**config.mk**
```make
export PLATFORM = sky130hd
export DESIGN_NAME = cap_mem_access_seq
export DESIGN_NICKNAME = d
export VERILOG_FILES = /design/src/rtl/cap_mem_access_seq.sv
export SDC_FILE = /design/constraint.sdc
export NUM_CORES = 1
export LEC_CHECK = 0
export CELL_PAD_IN_SITES_DETAIL_PLACEMENT = 1
export CELL_PAD_IN_SITES_GLOBAL_PLACEMENT = 1
export CORE_AREA = 2 2 232 234
export CTS_CLUSTER_DIAMETER = 120
export CTS_CLUSTER_SIZE = 40
export DETAILED_ROUTE_END_ITERATION = 16
export DIE_AREA = 0 0 234 236
export GPL_TIMING_DRIVEN = 1
export PLACE_DENSITY_LB_ADDON = 0.05
export SYNTH_ARGS = -nofsm -noshare
export SYNTH_HDL_FRONTEND = slang
export SYNTH_SLANG_ARGS = --single-unit
```
**constraint.sdc**
```tcl
create_clock -name clk -period 3.4 [get_ports clk]
set_input_delay 0.68 -clock clk [delete_from_list [all_inputs] [get_ports clk]]
set_output_delay 0.68 -clock clk [all_outputs]
set_load 0.005 [all_outputs]
```
**src/rtl/cap_mem_access_seq.sv**
```systemverilog
// rtl/cap_mem_access_seq.sv - capability/word memory access sequencer with shadow tag array
module cap_mem_access_seq #(
    parameter int TAG_ENTRIES = 64,
    parameter int TAG_IDX_W   = 6
) (
    input  logic         clk,
    input  logic         rst_n,
    input  logic         req_valid,
    output logic         req_ready,
    input  logic         req_write,
    input  logic         req_is_cap,
    input  logic [31:0]  req_addr,
    input  logic [128:0] req_wdata,
    output logic         resp_valid,
    input  logic         resp_ready,
    output logic [128:0] resp_rdata,
    output logic         resp_err,
    output logic         MemRead,
    output logic         MemWrite,
    output logic [31:0]  MemAddr,
    output logic [128:0] MemWd,
    input  logic [128:0] MemRd
);

    typedef enum logic [1:0] {
        S_IDLE = 2'd0,
        S_BEAT = 2'd1,
        S_RESP = 2'd2
    } state_t;

    state_t                 r_state;
    state_t                 w_next_state;
    logic [1:0]             r_beat;
    logic [31:0]            r_addr;
    logic                   r_write;
    logic                   r_cap;
    logic [128:0]           r_wdata;
    logic [128:0]           r_rdata;
    logic                   r_err;
    logic [TAG_ENTRIES-1:0] r_tag;

    logic                   w_misaligned;
    logic                   w_last_beat;
    logic [TAG_IDX_W-1:0]   w_tag_idx;
    logic [6:0]             w_lane_lsb;
    logic [31:0]            w_beat_word;
    logic [31:0]            w_beat_addr;
    logic                   w_unused_memrd;

    assign w_misaligned   = req_is_cap ? (req_addr[3:0] != 4'd0) : (req_addr[1:0] != 2'd0);
    assign w_last_beat    = r_cap ? (r_beat == 2'd3) : (r_beat == 2'd0);
    // Tags alias modulo TAG_ENTRIES granules of 16 bytes.
    assign w_tag_idx      = r_addr[4+TAG_IDX_W-1:4];
    assign w_lane_lsb     = {r_beat, 5'd0};
    assign w_beat_word    = r_wdata[w_lane_lsb +: 32];
    assign w_beat_addr    = r_addr + {28'd0, r_beat, 2'b00};
    // The memory is 32 bits wide; the upper read lanes carry nothing meaningful.
    assign w_unused_memrd = ^MemRd[128:32];

    assign resp_rdata = r_rdata;
    assign resp_err   = r_err;

    // State register.
    always_ff @(posedge clk or negedge rst_n) begin
        if (!rst_n) begin
            r_state <= S_IDLE;
        end else begin
            r_state <= w_next_state;
        end
    end

    // Next-state decode and handshake/memory strobes; strobes only live in BEAT.
    always_comb begin
        w_next_state = r_state;
        req_ready    = 1'b0;
        resp_valid   = 1'b0;
        MemRead      = 1'b0;
        MemWrite     = 1'b0;
        MemAddr      = 32'd0;
        MemWd        = 129'd0;
        case (r_state)
            S_IDLE: begin
                req_ready = 1'b1;
                if (req_valid) begin
                    w_next_state = w_misaligned ? S_RESP : S_BEAT;
                end
            end
            S_BEAT: begin
                MemRead  = !r_write;
                MemWrite = r_write;
                MemAddr  = w_beat_addr;
                MemWd    = {97'd0, w_beat_word};
                if (w_last_beat) begin
                    w_next_state = S_RESP;
                end
            end
            S_RESP: begin
                resp_valid = 1'b1;
                if (resp_ready) begin
                    w_next_state = S_IDLE;
                end
            end
            default: begin
                w_next_state = S_IDLE;
            end
        endcase
    end

    // Request latch, beat counter, read-data assembly and shadow tag updates.
    always_ff @(posedge clk or negedge rst_n) begin
        if (!rst_n) begin
            r_beat  <= 2'd0;
            r_addr  <= 32'd0;
            r_write <= 1'b0;
            r_cap   <= 1'b0;
            r_wdata <= 129'd0;
            r_rdata <= 129'd0;
            r_err   <= 1'b0;
            r_tag   <= '0;
        end else begin
            case (r_state)
                S_IDLE: begin
                    if (req_valid) begin
                        r_addr  <= req_addr;
                        r_write <= req_write;
                        r_cap   <= req_is_cap;
                        r_wdata <= req_wdata;
                        r_beat  <= 2'd0;
                        r_rdata <= 129'd0;
                        r_err   <= w_misaligned;
                    end
                end
                S_BEAT: begin
                    if (!r_write) begin
                        r_rdata[w_lane_lsb +: 32] <= MemRd[31:0];
                    end
                    if (w_last_beat) begin
                        if (r_write) begin
                            // A word store partially overwrites a granule, so it kills the tag.
                            r_tag[w_tag_idx] <= r_cap ? r_wdata[128] : 1'b0;
                        end else if (r_cap) begin
                            r_rdata[128] <= r_tag[w_tag_idx];
                        end
                    end else begin
                        r_beat <= r_beat + 2'd1;
                    end
                end
                default: begin
                end
            endcase
        end
    end

endmodule
```
==> results of run 1 <==
==> metrics by stage <==
step | utilization, % | worst slack, ns | total power [mW] | hold WS (ns) | setup TNS (ns)
6_report | 41.8 | 0.0644 | 12.0 | 0.0765 | 0
4_1_cts | 41.6 | -0.000663 | 12.1 | 0.0801 | -0.000663
3_5_place_dp | 40.3 | 0.0413 | 9.41 | 0.461 | 0
2_1_floorplan | - | 0.834 | 7.94 | 0.384 | 0
3_3_place_gp | 40.3 | 0.0596 | 9.33 | 0.453 | 0
5_1_grt | 41.8 | -0.0464 | 12.8 | 0.0918 | -0.0602
==> worst paths after layout <==
kind | from | end | cells after the start | slack (ns)
worst max-delay path | r_addr[3] | MemAddr[23] | 8 | 0.06
worst min-delay path | rst_n | r_tag[11] | 1 | 0.08
worst max register to register | r_beat[1] | r_tag[11] | 10 | 0.69
worst min register to register | r_wdata[74] | r_wdata[74] | 2 | 0.49
max in group asynchronous | rst_n | r_beat[0] | 2 | 2.48
min in group clk | r_wdata[74] | r_wdata[74] | 2 | 0.49
==> area by class of cell <==
type                            instances  area [um^2]  share of cell area [%]
Clock inverter                          8          166                   0.750
Multi-Input combinational cell       1163         7050                    31.8
Timing Repair Buffer                  462         4650                    21.0
Sequential cell                       361         9040                    40.8
Antenna cell                            3         7.51                  0.0338
Inverter                                6         22.5                   0.102
Clock buffer                           15          375                    1.69
Tap cell                              696          871                    3.92
==> kinds of logic after synthesis <==
kind of cell             share of synthesized area, %
XOR/XNOR                                         1.15
flip-flops                                       53.9
AO/OA/AOI/OAI                                    11.2
buffers and inverters                            7.13
other                                          0.0224
multiplexers                                     7.99
AND/OR/NAND/NOR                                  18.1
adder cells (fa/ha/maj)                         0.641
==> worst register-to-register path: stages (launching register included) <==
cell	delay, ns
dfrtp_2	0.46
buf_4	0.16
buf_6	0.22
inv_1	0.17
ha_1	0.30
mux2_2	0.26
nand4b_2	0.20
nor3b_2	0.25
buf_4	0.19
nand2_1	0.08
mux2_2	0.29
==> metal layers <==
metal | vias up | global-route usage [%]
met5 | - | 0
met4 | 24 | 4.09
met3 | 68 | 5.71
met2 | 253 | 33.5
met1 | 6712 | 26.2
li1 | 6082 | -
==> cells in the mapped netlist (all sizes together), types with 3 or more instances <==
cell type	instances
o311ai	3
nor2	48
nor2b	12
or3	6
nand3	17
nor3b	3
dfrtp	361
nand4	9
a22o	128
nand2b	6
clkbuf	83
o221ai	5
a211oi	6
mux4	40
xor2	16
buf	123
and4	3
ha	7
mux2	36
inv	6
o31ai	34
nor3	9
mux2i	3
o21a	3
and2	41
nand2	543
a21oi	12
o21ai	44
xnor2	6
and3	6
==> state kept, by name (all words and copies together), names as in the netlist <==
name	count
r_addr	32
r_beat	2
r_cap	1
r_state	2
r_tag	64
r_wdata	129
r_write	1
resp_err	1
resp_rdata	129
==> report_power, final <==
group	total, mW	internal [mW]	switching (mW)	leakage, nW
registers	5.74	5.15	0.592	4.76
clock network	2.58	0.973	1.61	0.256
logic	3.63	1.57	2.06	5.25
==> repair_timing <==
action	in CTS	in global routing
resized for setup	54	13
endpoints found under the hold margin	0	0
setup buffers	10	6
pin swaps	8	7
cloned	1	1
setup endpoints to repair	55	32
hold buffers	0	0
==> flow_metrics.tcl, run 1 <==
set metrics [dict create \
    syn_area_um2 16800 \
    core_um2 53100 \
    place_area_um2 21400 \
    area_delta_synth_final_pct 32.3 \
    hpwl_um 38600 \
    synth_seq_cells 361 \
    yosysTopAreaCell "dfrtp_1" \
    syn_area_per_cell_um2 10.2 \
    drtIter0Drc 558 \
    p_leak_nw 10.3 \
    cts.sinks 361 \
    fin_crit_sh_pct 98.1 \
    cts_buffers 15 \
    io_pins 591 \
    max_freq_mhz 300 \
    final_common_cell "nand2_1" \
    worstSetupStartpointType "flip-flop" \
    clockRootBuffer "clkbuf_16" \
    track_usage_pct 20.2 \
    m1WireLength_um 24200 \
    overflow 0 \
    ys_seq_area_share_pct 53.9 \
    layout_common_cells "nand2_1 (542), clkdlybuf4s50_1 (372), dfrtp_1 (356)" \
    async_reset_ff_share_pct 100 \
    critPathSlowestCell "clkdlybuf4s50_1" \
    port_buffers 396 \
    htreeDepth 1 \
    crit_buf_inv 2 \
    fill_cells 5940 \
    status "complete, no violations" \
    max_stage_delay_ns 0.52 \
    ys_types 58 \
    path_cells "ha_4 > a21oi_4 > nor2_4 > buf_4 > nand3_2 > nor3_1 > o21a_1 > clkdlybuf4s50_1" \
    crit_type "reg2out" \
    yosys_most_used_dff "dfrtp_1" \
    clockBufferDepth 3 \
    setup_viol 0 \
    detail_route.first_pass.iterations 4 \
    place_inst 2670 \
    cts_tree "yes" \
    ir_worst_vdd_v 0.000383 \
    vias_per_cell 4.84 \
    grt_pass1_wl_um 86300 \
    top_layer "met5" \
    slew_headroom_pct 21.9 \
    placementRows 85 \
    final_max_slew_viol_count 0 \
    clk_pin_slew_ns 0.14 \
    die_w_um 234 \
    fp.dieArea_um2 55200 \
    initial_utilization_pct 31.6 \
    layout.nets 2313 \
    fin_crit_ns 3.34 \
    cellPowerDensity_nw_per_um2 539 \
    syn_inst 1640 \
    antenna_found_initial 15 \
    cp.arrival_ns 2.66 \
    hold_class "in2async" \
    rsz0062_at_grt "true" \
    stdcell_count 2714 \
    drive_above_1_share_pct 10.3 \
    gp_congestion 0.781 \
    drt_wl_total_um 56500 \
    cap_violations 0 \
    first_global_vias 14000 \
    drc 0 \
    die_h_um 236 \
    synth-edff-count 0 \
    dr_wl_met3_um 3700 \
    wl_per_cell_um 20.8 \
    hold_viol 0 \
    yosys.area.top_type_share_pct 53.9 \
    crit_path_end_kind "output pin" \
    wl_met2_um 27200 \
    insertion_delay_ns 0.55 \
    synth.area.top_cells "dfrtp_1 (54%), nand2_1 (12%), a22o_1 (6.7%)" \
    fin_area_um2 22200 \
    finClkSkew_ns 0.0395 \
    cp.required_ns 2.72 \
    critical-path-top-delay-family "buffers and inverters" \
    yosys_warnings 0 \
    final_antenna_net_count 0 \
    worst_slew_pin_slew_ns 1.17 \
    grt_max_degree 165 \
    via_count 13100 \
    cp_max_fo 3 \
]
(Power assumes the default switching activity.)
==> inputs of run 2 (changes only) <==
--- a/config.mk
+++ b/config.mk
@@ -14,6 +14,7 @@
 export DIE_AREA = 0 0 234 236
 export GPL_TIMING_DRIVEN = 1
 export PLACE_DENSITY_LB_ADDON = 0.05
+export SLEW_MARGIN = 25
 export SYNTH_ARGS = -nofsm -noshare
 export SYNTH_HDL_FRONTEND = slang
 export SYNTH_SLANG_ARGS = --single-unit
==> run 2 against run 1 <==
Effect of this change:
- clock power decreased by 4%
- routed wire length down 0.61%
- die area stayed put
- hold slack better by 0.0024 ns
- largest cell class unchanged
- global-route usage about the same
- critical path type unchanged
- final area barely moved
- clock skew is 0.0066 ns higher
- total power is 0.75% lower
- critical path depth unchanged
- register-to-register slack got worse by 0.04 ns
- maximum frequency about the same
- sequential power about the same
==> flow_metrics.tcl, run 2 (synthesis gave the netlist of run 1 again) <==
set metrics [dict create \
    status "complete, no violations" \
    initial_utilization_pct 31.6 \
    core_um2 53100 \
    tns_ns 0 \
    drc 0 \
    first_global_vias 13900 \
    pwr-share-comb_pct 30.7 \
    cp.arrival_ns 2.66 \
    drtIter0Drc 647 \
    cp.required_ns 2.72 \
    io_pins 591 \
    via_count 13200 \
    cts_tree "yes" \
    worstSetupStartpointType "flip-flop" \
    slew_headroom_pct 43.7 \
    gp_congestion 0.781 \
    p_int_mw 7.63 \
    area_delta_synth_final_pct 32.4 \
    clk_pin_slew_ns 0.14 \
    fin_area_um2 22200 \
    track_usage_pct 20.2 \
    busiest_layer "met2" \
    hold_viol 0 \
    drive_above_1_share_pct 10.4 \
    placementRows 85 \
    cp_max_fo 3 \
    antenna_found_initial 14 \
    final_antenna_net_count 0 \
    whs_ns 0.0789 \
    clockRootBuffer "clkbuf_16" \
    drt_wl_total_um 56200 \
    place_ws_ns 0.0560 \
    cap_violations 0 \
    stdcell_count 2716 \
    grt_max_degree 165 \
    final_common_cell "nand2_1" \
    setup_viol 0 \
    insertion_delay_ns 0.55 \
    fin_ws_ns 0.0612 \
    layout.nets 2315 \
    p_leak_nw 10.3 \
    r2r_setup_slack_ns 0.65 \
    gr-usage-met3_pct 5.95 \
    die_h_um 236 \
    fin_crit_sh_pct 98.2 \
    clockBufferDepth 3 \
    worst_slew_pin_slew_ns 0.845 \
    die_w_um 234 \
    sequentialPowerShare_pct 48.4 \
    cts.sinks 361 \
    cts_buffers 15 \
    cellPowerDensity_nw_per_um2 534 \
    hpwl_um 38600 \
    place_inst 2670 \
    ir_worst_vdd_v 0.000347 \
    switching_share_pct 35.7 \
    layout_common_cells "nand2_1 (541), clkdlybuf4s50_1 (374), dfrtp_1 (356)" \
    wl_per_cell_um 20.7 \
    htreeDepth 1 \
    detail_route.first_pass.iterations 4 \
    port_buffers 396 \
    overflow 0 \
    rsz0062_at_grt "true" \
    fp.dieArea_um2 55200 \
    crit_type "reg2out" \
    max_freq_mhz 300 \
    fin_crit_ns 3.34 \
    power_switching_mw 4.24 \
    grtUsageMet1_pct 26.6 \
    crit_path_end_kind "output pin" \
    fill_cells 5900 \
    vias_per_cell 4.86 \
    grt_pass1_wl_um 86400 \
    p_clk_share_pct 20.9 \
    finClkSkew_ns 0.0460 \
    place_area_um2 21400 \
    final_max_slew_viol_count 0 \
    use_met2_pct 33.4 \
    hold_class "in2async" \
]
[run 2: changes by cell type in the layout (fill, tap and decap cells not counted), moves of 2 or more]
cell	before	now
clkdlybuf4s15_1	3	1
dlygate4sd2_1	12	15
buf_4	47	49
buf_2	3	0
buf_6	5	3
clkdlybuf4s50_1	372	374
[run 2: per-stage QoR]
step | total power [mW] | util, %
finish | 11.9 | 41.8
global route | 12.7 | 41.8
CTS | 12.0 | 41.6
detailed placement | 9.42 | 40.3
global placement | 9.33 | 40.3
floorplan | 7.94 | -
[run 2: layer usage]
layer / share of wire, % / up-vias / routed length (um)
met5: 0.26 / - / 144
met4: 1.6 / 24 / 894
met3: 6.7 / 68 / 3780
met2: 48 / 263 / 27200
met1: 43 / 6761 / 24200
li1: - / 6088 / -
[run 2: cell type report]
cell class,count,area [um^2],area share [%]
Sequential cell,361,9040,40.7
Multi-Input combinational cell,1164,7070,31.8
Timing Repair Buffer,463,4680,21.1
Tap cell,696,871,3.92
Clock buffer,16,379,1.71
Clock inverter,8,141,0.637
Inverter,6,22.5,0.101
Antenna cell,2,5.00,0.0225
[run 2: critical path, cell delays in order (launching register included)]
cell             delay [ns]
dfrtp_1                0.45
ha_4                   0.30
a21oi_4                0.07
nor2_4                 0.18
buf_6                  0.14
nand3_2                0.10
xor2_1                 0.16
nor2_1                 0.16
clkdlybuf4s50_1        0.54
[run 2: timing repair]
action | 4_1_cts | 5_1_grt
pin swaps | 5 | 8
hold buffers | 0 | 0
setup buffers | 8 | 9
setup endpoints to repair | 58 | 23
gates resized for setup | 43 | 11
gates cloned | 2 | 1
[run 2: power by group through the flow]
| stage | sequential [mW] | combinational [mW] | clock (mW) |
|---|---|---|---|
| 2_1_floorplan | 5.61 | 2.33 | 0 |
| 3_5_place_dp | 5.84 | 3.58 | 0 |
| 4_1_cts | 5.77 | 3.67 | 2.59 |
| 3_3_place_gp | 5.80 | 3.53 | 0 |
| 6_report | 5.75 | 3.64 | 2.48 |
| 5_1_grt | 5.88 | 4.11 | 2.74 |
[run 2: path summary, 6_finish.rpt]
path / depth (start not counted) / end / start
worst max-delay path: 8 / MemAddr[21] / r_addr[3]
worst min-delay path: 1 / r_tag[11] / rst_n
worst max register to register: 10 / r_tag[10] / r_beat[1]
worst min register to register: 2 / r_wdata[74] / r_wdata[74]
max in group asynchronous: 2 / r_beat[0] / rst_n
min in group clk: 2 / r_wdata[74] / r_wdata[74]
==> inputs of run 3 (changes only) <==
--- a/config.mk
+++ b/config.mk
@@ -7,11 +7,12 @@
 export LEC_CHECK = 0
 export CELL_PAD_IN_SITES_DETAIL_PLACEMENT = 1
 export CELL_PAD_IN_SITES_GLOBAL_PLACEMENT = 1
-export CORE_AREA = 2 2 232 234
+export CORE_ASPECT_RATIO = 0.75
+export CORE_MARGIN = 2
+export CORE_UTILIZATION = 34
 export CTS_CLUSTER_DIAMETER = 120
 export CTS_CLUSTER_SIZE = 40
 export DETAILED_ROUTE_END_ITERATION = 16
-export DIE_AREA = 0 0 234 236
 export GPL_TIMING_DRIVEN = 1
 export PLACE_DENSITY_LB_ADDON = 0.05
 export SLEW_MARGIN = 25
==> run 3 against run 2 <==
Effect of this change:
- die area decreased by 7.4%
- routed wire length is 2.7% lower
- core utilization is 3.0 points higher
- final cell count down 2.2%
- combinational power shrank 3%
- first-iteration DRC count down 15%
- critical path type unchanged
- critical endpoint is now MemAddr[24]
==> flow_metrics.tcl, run 3 (synthesis gave the netlist of run 1 again) <==
set metrics [dict create \
    insertion_delay_ns 0.53 \
    port_buffers 396 \
    gp_congestion 0.781 \
    status "complete, no violations" \
    area_delta_synth_final_pct 30.2 \
    final_antenna_net_count 0 \
    hold_buffers 0 \
    cts_tree "yes" \
    drive_above_1_share_pct 9.64 \
    fin_crit_sh_pct 98.2 \
    worst_slew_pin_slew_ns 0.793 \
    finClkSkew_ns 0.0503 \
    fill_cells 5396 \
    antenna_found_initial 8 \
    max_stage_delay_ns 0.54 \
    initial_utilization_pct 34.4 \
    reg2reg_from "r_beat[1]" \
    clockRootBuffer "clkbuf_16" \
    drc 0 \
    p_leak_nw 10.1 \
    hold_viol 0 \
    rsz0062_at_grt "true" \
    grt_pass1_wl_um 83500 \
    tns_ns 0 \
    max_freq_mhz 300 \
    path_cells "ha_4 > fa_2 > and4_4 > buf_4 > nand4_1 > xor2_1 > nor2_1 > clkdlybuf4s15_1" \
    whs_ns 0.144 \
    fin_crit_ns 3.34 \
    layout.nets 2305 \
    fp.dieArea_um2 51100 \
    grt_max_degree 127 \
    overflow 0 \
    cellPowerDensity_nw_per_um2 522 \
    die_h_um 196 \
    cp_max_fo 5 \
    via_count 13100 \
    core_um2 48700 \
    hold_class "in2async" \
    cts_buffers 13 \
    cp.required_ns 2.72 \
    crit_type "reg2out" \
    ir_worst_vdd_v 0.000304 \
    hpwl_um 38700 \
    wl_per_cell_um 20.6 \
    clockBufferDepth 3 \
    stdcell_count 2655 \
    worstSetupStartpointType "flip-flop" \
    track_usage_pct 21.0 \
    crit_path_start "r_beat[0]" \
    final_max_slew_viol_count 0 \
    vias_per_cell 4.93 \
    first_global_vias 13500 \
    place_inst 2624 \
    critPathSlowestCell "dfrtp_4" \
    final_common_cell "nand2_1" \
    slew_headroom_pct 46.7 \
    crit_path_end_kind "output pin" \
    placementRows 70 \
    detail_route.first_pass.iterations 4 \
    cap_violations 0 \
    cts.sinks 361 \
    htreeDepth 1 \
    crit_buf_inv 2 \
    io_pins 591 \
    die_w_um 260 \
    layout_common_cells "nand2_1 (541), clkdlybuf4s50_1 (375), dfrtp_1 (356)" \
    critical-path-top-delay-family "adder cells" \
    cp.arrival_ns 2.66 \
    drt_wl_total_um 54600 \
    drtIter0Drc 549 \
    clk_pin_slew_ns 0.15 \
    setup_viol 0 \
]
## run 3: changes by cell type in the layout (fill, tap and decap cells not counted), moves of 3 or more
cell / previous run / this run
nand3_2: 4 / 1
clkinv_8: 3 / 0
a21oi_4: 4 / 0
dlygate4sd2_1: 15 / 11
a21oi_2: 3 / 9
clkbuf_16: 16 / 13
clkdlybuf4s15_1: 1 / 5
## run 3: per-layer routing
layer	part of all wire, %	global-route usage, %	vias up
met5	0.12	0	-
met4	2.0	3.98	10
met3	6.0	4.98	56
met2	47	33.8	272
met1	45	29.1	6683
li1	-	-	6062
## run 3: final cells by class
class                           instances  area (um^2)  area share [%]
Multi-Input combinational cell       1163         7040            32.2
Timing Repair Buffer                  456         4530            20.8
Clock inverter                          2         41.3           0.189
Antenna cell                            4         10.0          0.0458
Sequential cell                       361         9040            41.4
Clock buffer                           15          333            1.52
Tap cell                              648          811            3.71
Inverter                                6         22.5           0.103
## run 3: report_power, final
group          switching (mW)  total (mW)  internal, mW
Combinational            2.02        3.52          1.50
Clock                    1.40        2.14         0.737
Sequential              0.584        5.74          5.15
## run 3: path summary, 6_finish.rpt
path | to | slack [ns] | cells past startpoint
worst max-delay path | MemAddr[24] | 0.06 | 8
worst min-delay path | r_wdata[73] | 0.14 | 1
worst max register to register | r_tag[12] | 0.49 | 9
worst min register to register | r_wdata[110] | 0.48 | 2
max in group asynchronous | resp_rdata[0] | 2.33 | 2
min in group clk | r_wdata[110] | 0.48 | 2
## run 3: repair_timing
action | CTS | global route
gates resized for setup | 41 | 14
pin swaps | 8 | 5
buffers inserted | 6 | 4
endpoints found under the setup margin | 54 | 44
endpoints found under the hold margin | 0 | 0
## run 3: metrics by stage
stage | setup WS, ns | cell area [um^2] | utilization, % | power, mW
5_1_grt | -0.0415 | 21800 | 44.8 | 12.2
3_3_place_gp | 0.128 | 21300 | 43.7 | 9.26
6_report | 0.0627 | 21800 | 44.8 | 11.4
3_5_place_dp | 0.0564 | 21300 | 43.7 | 9.36
4_1_cts | -0.143 | 21800 | 44.7 | 11.6
2_1_floorplan | 0.834 | 17100 | - | 7.94
